--- config.mk ---
export PLATFORM = sky130hd
export DESIGN_NAME = mips_bus_arbiter
export DESIGN_NICKNAME = d
export VERILOG_FILES = /design/src/rtl/mips_bus_arbiter.sv
export SDC_FILE = /design/constraint.sdc
export NUM_CORES = 1
export LEC_CHECK = 0
export ABC_AREA = 1
export CAP_MARGIN = 20
export CORE_MARGIN = 5
export CORE_UTILIZATION = 40
export DETAILED_ROUTE_END_ITERATION = 12
export PLACE_DENSITY_LB_ADDON = 0.2
export REMOVE_ABC_BUFFERS = 1
export SYNTH_ARGS = -nofsm -noshare
export SYNTH_HDL_FRONTEND = slang
export SYNTH_SLANG_ARGS = --single-unit
--- constraint.sdc ---
create_clock -name clk -period 1.6 [get_ports clk]
set_input_delay 0.24 -clock clk [delete_from_list [all_inputs] [get_ports clk]]
set_output_delay 0.24 -clock clk [all_outputs]
set_load 0.02 [all_outputs]
--- src/rtl/mips_bus_arbiter.sv ---
// Round-robin arbiter sharing one Avalon-style memory bus between the fetch (i_)
// and load/store (d_) ports, with registered command issue, stall watchdog and sticky errors.
module mips_bus_arbiter #(
  parameter int ADDR_W         = 32,
  parameter int DATA_W         = 32,
  parameter int TIMEOUT_CYCLES = 256
) (
  input  logic                clk,
  input  logic                reset_n,
  input  logic                i_read,
  input  logic [ADDR_W-1:0]   i_address,
  output logic [DATA_W-1:0]   i_readdata,
  output logic                i_waitrequest,
  input  logic                d_read,
  input  logic                d_write,
  input  logic [ADDR_W-1:0]   d_address,
  input  logic [DATA_W-1:0]   d_writedata,
  input  logic [DATA_W/8-1:0] d_byteenable,
  output logic [DATA_W-1:0]   d_readdata,
  output logic                d_waitrequest,
  output logic [ADDR_W-1:0]   mem_address,
  output logic                mem_read,
  output logic                mem_write,
  output logic [DATA_W-1:0]   mem_writedata,
  output logic [DATA_W/8-1:0] mem_byteenable,
  input  logic [DATA_W-1:0]   mem_readdata,
  input  logic                mem_waitrequest,
  output logic                busy,
  output logic                timeout_err,
  output logic                protocol_err
);

  localparam int          BE_W    = DATA_W / 8;
  localparam logic [15:0] WD_LAST = 16'(TIMEOUT_CYCLES - 1);

  typedef enum logic [2:0] {
    IDLE,
    GNT_I,
    GNT_D,
    RSP_I,
    RSP_D
  } state_t;

  state_t      state;
  state_t      state_next;
  logic        last_grant_d;
  logic [15:0] wd_count;
  logic        d_req;
  logic        pick_i;
  logic        pick_d;
  logic        done;
  logic        expired;

  // Round robin: on a tie the port that did not win last time gets the bus.
  assign d_req   = d_read | d_write;
  assign pick_i  = i_read && (!d_req || last_grant_d);
  assign pick_d  = d_req && (!i_read || !last_grant_d);
  assign done    = !mem_waitrequest;
  assign expired = mem_waitrequest && (wd_count == WD_LAST);

  assign busy          = (state != IDLE);
  assign i_waitrequest = (state != RSP_I);
  assign d_waitrequest = (state != RSP_D);

  always_ff @(posedge clk or negedge reset_n) begin
    if (!reset_n) begin
      state <= IDLE;
    end else begin
      state <= state_next;
    end
  end

  always_comb begin
    state_next = state;
    case (state)
      IDLE: begin
        if (pick_i) begin
          state_next = GNT_I;
        end else if (pick_d) begin
          state_next = GNT_D;
        end
      end
      GNT_I: begin
        if (done || expired) begin
          state_next = RSP_I;
        end
      end
      GNT_D: begin
        if (done || expired) begin
          state_next = RSP_D;
        end
      end
      RSP_I:   state_next = IDLE;
      RSP_D:   state_next = IDLE;
      default: state_next = IDLE;
    endcase
  end

  always_ff @(posedge clk or negedge reset_n) begin
    if (!reset_n) begin
      mem_address    <= '0;
      mem_read       <= 1'b0;
      mem_write      <= 1'b0;
      mem_writedata  <= '0;
      mem_byteenable <= '0;
      i_readdata     <= '0;
      d_readdata     <= '0;
      last_grant_d   <= 1'b1;
      wd_count       <= '0;
      timeout_err    <= 1'b0;
      protocol_err   <= 1'b0;
    end else begin
      case (state)
        IDLE: begin
          wd_count <= '0;
          if (pick_i) begin
            mem_address    <= i_address;
            mem_read       <= 1'b1;
            mem_write      <= 1'b0;
            mem_byteenable <= {BE_W{1'b1}};
            last_grant_d   <= 1'b0;
          end else if (pick_d) begin
            // Writes win when a broken requester raises both strobes.
            mem_address    <= d_address;
            mem_read       <= !d_write;
            mem_write      <= d_write;
            mem_writedata  <= d_writedata;
            mem_byteenable <= d_byteenable;
            last_grant_d   <= 1'b1;
            if (d_read && d_write) begin
              protocol_err <= 1'b1;
            end
          end
        end
        GNT_I, GNT_D: begin
          if (done) begin
            mem_read  <= 1'b0;
            mem_write <= 1'b0;
            if (mem_read) begin
              if (state == GNT_I) begin
                i_readdata <= mem_readdata;
              end else begin
                d_readdata <= mem_readdata;
              end
            end
          end else if (expired) begin
            mem_read    <= 1'b0;
            mem_write   <= 1'b0;
            timeout_err <= 1'b1;
            if (state == GNT_I) begin
              i_readdata <= '0;
            end else begin
              d_readdata <= '0;
            end
          end else begin
            wd_count <= wd_count + 16'd1;
          end
        end
        default: begin
        end
      endcase
    end
  end

endmodule

==> impl_metrics.env, run 1 <==
export IMPL_cp_num_buf_inv=3
export IMPL_cts_tree="yes"
export IMPL_timing_rr_end="d_readdata[31]"
export IMPL_seq_area_mm2=0.00391
export IMPL_ant_nets=0
export IMPL_critPathSlowestCell="dfrtp_1"
export IMPL_leakagePower_nw=5.94
export IMPL_cp_start_kind="flop"
export IMPL_power_density_mw_per_mm2=1790
export IMPL_ios=277
export IMPL_dp_hpwl_mm=17.4
export IMPL_synth_cell_types=30
export IMPL_core_mm2=0.0178
export IMPL_syn_inst=882
export IMPL_root_buffer="clkbuf_16"
export IMPL_pwr_share_clk_pct=20.6
export IMPL_placed_cells=1407
export IMPL_rsz0062_at_grt="yes"
export IMPL_vias=7151
export IMPL_clock_skew_ns=0.00556
export IMPL_final_cell_count_no_fill=1442
export IMPL_dieWidth_um=144
export IMPL_grt_max_degree=38
export IMPL_use_met2_pct=37.5
export IMPL_p_comb_share_pct=47.5
export IMPL_placementRows=49
export IMPL_crit_chain="ha_2 -> nand3_2 -> inv_2 -> nand2_4 -> inv_2 -> nand2_4 -> nand2_8 -> nand3_4 -> buf_12 -> nand2_1 -> nand2_1"
export IMPL_drt_iter0_drc=362
export IMPL_timing_rr_start="wd_count[0]"
export IMPL_final_nets=1340
export IMPL_maxCapViolCount=0
export IMPL_setup_viol=0
export IMPL_critical_path_top_delay_family="simple AND/OR/NAND/NOR gates"
export IMPL_worstPathRequired_ns=1.91
export IMPL_grt_pass1_wl_mm=36.8
export IMPL_dieArea_mm2=0.0207
export IMPL_insertedDiodeCount=0
export IMPL_setup_tns_ns=0
export IMPL_grt_use_met1_pct=27.0
export IMPL_status="finished clean"
export IMPL_cp_slowest_stage_delay_ns=0.36
export IMPL_fill_cells=1575
export IMPL_ys_flop_type="dfrtp_1"
export IMPL_slew_headroom_pct=74.1
export IMPL_swShare_pct=42.0
export IMPL_syn2layout_area_growth_pct=58.7
export IMPL_grt_overflow_total=0
export IMPL_worst_pin_slew_ns=0.388
export IMPL_synth_area_mm2=0.00718
export IMPL_synth_commonest_cells="nand2_1 (290), dfrtp_1 (155), nor2_1 (89), nand4_1 (73), nand3_1 (64)"
export IMPL_critPathArrivalTime_ns=1.90
export IMPL_synthMostInstantiatedCell="nand2_1"
export IMPL_max_freq_mhz=627
export IMPL_fp_dieH_um=144
export IMPL_multiInputGateArea_mm2=0.00296
export IMPL_io_buffers=276
export IMPL_detail_route_wl_per_cell_um=16.3
export IMPL_path_max_fanout=19
export IMPL_min_delay_path_class="input port to async pin"
export IMPL_fin_crit_sh_pct=99.7
export IMPL_cts_buffer_depth=2
export IMPL_initial_utilization_pct=40.2
export IMPL_yosysSeqAreaShare_pct=54.4
export IMPL_path_class="flop to flop"
export IMPL_final_util_pct=63.9
export IMPL_grtUsageMet3_pct=7.82
export IMPL_routed_wl_mm=23.5
export IMPL_gp_congestion=0.861
export IMPL_clock_sinks=156
export IMPL_dr_pass1_iters=5
export IMPL_worstSkewPairLatency_ns=0.42
export IMPL_cts_buffers_inserted=17
export IMPL_drc=0
export IMPL_async_flop_share_pct=100
export IMPL_synth_edf_count=0
export IMPL_viasPerCell=4.96
export IMPL_drv_slew=0
export IMPL_synth_largest_area_cell="dfrtp_1"
export IMPL_synth_top_area_share_pct=54.0
export IMPL_synth_seq_cells=156
export IMPL_max_vdd_ir_drop_mv=1.09
export IMPL_synth_avg_cell_area_um2=8.14
export IMPL_path_clk_slew_ns=0.06
export IMPL_r2r_cells=11
export IMPL_grtUsageTotal_pct=22.5
export IMPL_seqPwrFrac_pct=31.9
export IMPL_antenna_found_initial=0
export IMPL_drive_gt1_share_pct=14.4
export IMPL_top_usage_layer="met2"
export IMPL_hold_viol_final=0
export IMPL_synth_area_leaders="dfrtp_1 (54%), nand2_1 (15%), nand4_1 (6.4%), nor2_1 (4.7%), nand3_1 (4.5%)"
export IMPL_ys_warnings_count=0
export IMPL_period_minus_slack_ns=1.59
export IMPL_p_sw_w=0.00855
export IMPL_h_tree_depth=4
export IMPL_endpoint_kind="flop"
export IMPL_p_int_w=0.0118
export IMPL_reg2reg_slack_ns=0.005
export IMPL_grt_pass1_vias=7058
[worst max-delay path by stage]
stage	start	depth (start not counted)	slack [ns]	end
2_1_floorplan	last_grant_d	4	-2.24	mem_address[0]
3_3_place_gp	d_write	9	-0.22	mem_address[15]
3_5_place_dp	d_read	7	-0.23	mem_address[18]
4_1_cts	wd_count[0]	11	0.005	i_readdata[20]
5_1_grt	wd_count[1]	11	-0.1	d_readdata[31]
6_report	wd_count[0]	11	0.005	d_readdata[31]
[stage by stage]
stage	setup WS [ns]	cell area, µm²	power, W	hold slack [ns]
3_5_place_dp	-0.232	10700	0.0171	0.181
5_1_grt	-0.0998	11400	0.0217	0.329
2_1_floorplan	-2.24	6900	0.0112	-0.0556
3_3_place_gp	-0.216	10700	0.0169	0.183
4_1_cts	0.00518	11200	0.0202	0.311
6_report	0.00535	11400	0.0204	0.304
[registers in the layout (all words and copies together), names as in the netlist]
register	cells
d_readdata	32
timeout_err	1
mem_byteenable	4
mem_write	1
protocol_err	1
mem_address	32
last_grant_d	1
i_readdata	32
wd_count	16
state	3
mem_writedata	32
mem_read	1
[cells in the final DEF (no fill, tap or decap), types with 3 or more instances in the layout]
cell type,Yosys,final
xor2_1,5,5
nor2_2,2,3
inv_6,0,3
nand2_1,290,256
o22a_1,4,4
o21ai_0,40,40
dfrtp_1,155,153
nor2_1,89,87
bufinv_16,0,3
nand2_2,2,26
buf_12,0,15
buf_4,7,58
clkinv_4,0,3
nand2_4,1,10
inv_2,4,5
buf_6,1,7
clkdlybuf4s50_1,0,136
inv_1,51,50
o21ai_1,30,29
clkinv_2,0,3
nand3_1,64,63
clkbuf_16,0,18
nand4_1,73,73
dlygate4sd2_1,0,136
[per-layer routing]
metal,wire length (µm),up-vias
li1,-,3511
met1,9110,3330
met2,11600,272
met3,2260,38
met4,564,0
met5,0,-
[area by class of cell]
cell class	instances	share of cell area [%]
clock inverter	13	1.45
tap	229	2.51
timing repair buffer	358	30.0
clock buffer	18	3.85
sequential	156	34.3
inverter	56	1.88
multi-input combinational	612	26.0
[repair_timing]
| item | CTS | global route |
|---|---|---|
| setup buffers | 0 | 1 |
| gates resized for setup | 148 | 61 |
| endpoints found under the setup margin | 221 | 134 |
| pin swaps | 0 | 2 |
| hold endpoints to repair | 28 | 0 |
| gates cloned | 0 | 2 |
| hold buffers | 1 | 0 |
[logic make-up after synthesis]
kind of cell / synth area share (%)
AOI/OAI and AO/OA: 6.05
xor gates and xnor gates: 0.732
adders and majority gates: 0.174
buffers and inverters: 6.78
DFF: 54.4
and+or+nand+nor: 31.9
[power by group through the flow]
stage | Sequential [W] | Combinational (W) | Clock (W)
4_1_cts | 0.00644 | 0.00948 | 0.00426
3_5_place_dp | 0.00653 | 0.0105 | 0
2_1_floorplan | 0.00831 | 0.00289 | 0
3_3_place_gp | 0.00649 | 0.0104 | 0
6_report | 0.00651 | 0.00967 | 0.00419
5_1_grt | 0.00671 | 0.0106 | 0.00446
Power figures use the tool's default switching activity.
==> run 2, diff against run 1 <==
--- a/config.mk
+++ b/config.mk
@@ -10,6 +10,7 @@
 export CORE_MARGIN = 5
 export CORE_UTILIZATION = 40
 export DETAILED_ROUTE_END_ITERATION = 12
+export GPL_ROUTABILITY_DRIVEN = 0
 export PLACE_DENSITY_LB_ADDON = 0.2
 export REMOVE_ABC_BUFFERS = 1
 export SYNTH_ARGS = -nofsm -noshare
==> results of run 2 <==
No change in the layout: final DEF, timing and power equal those of run 1.
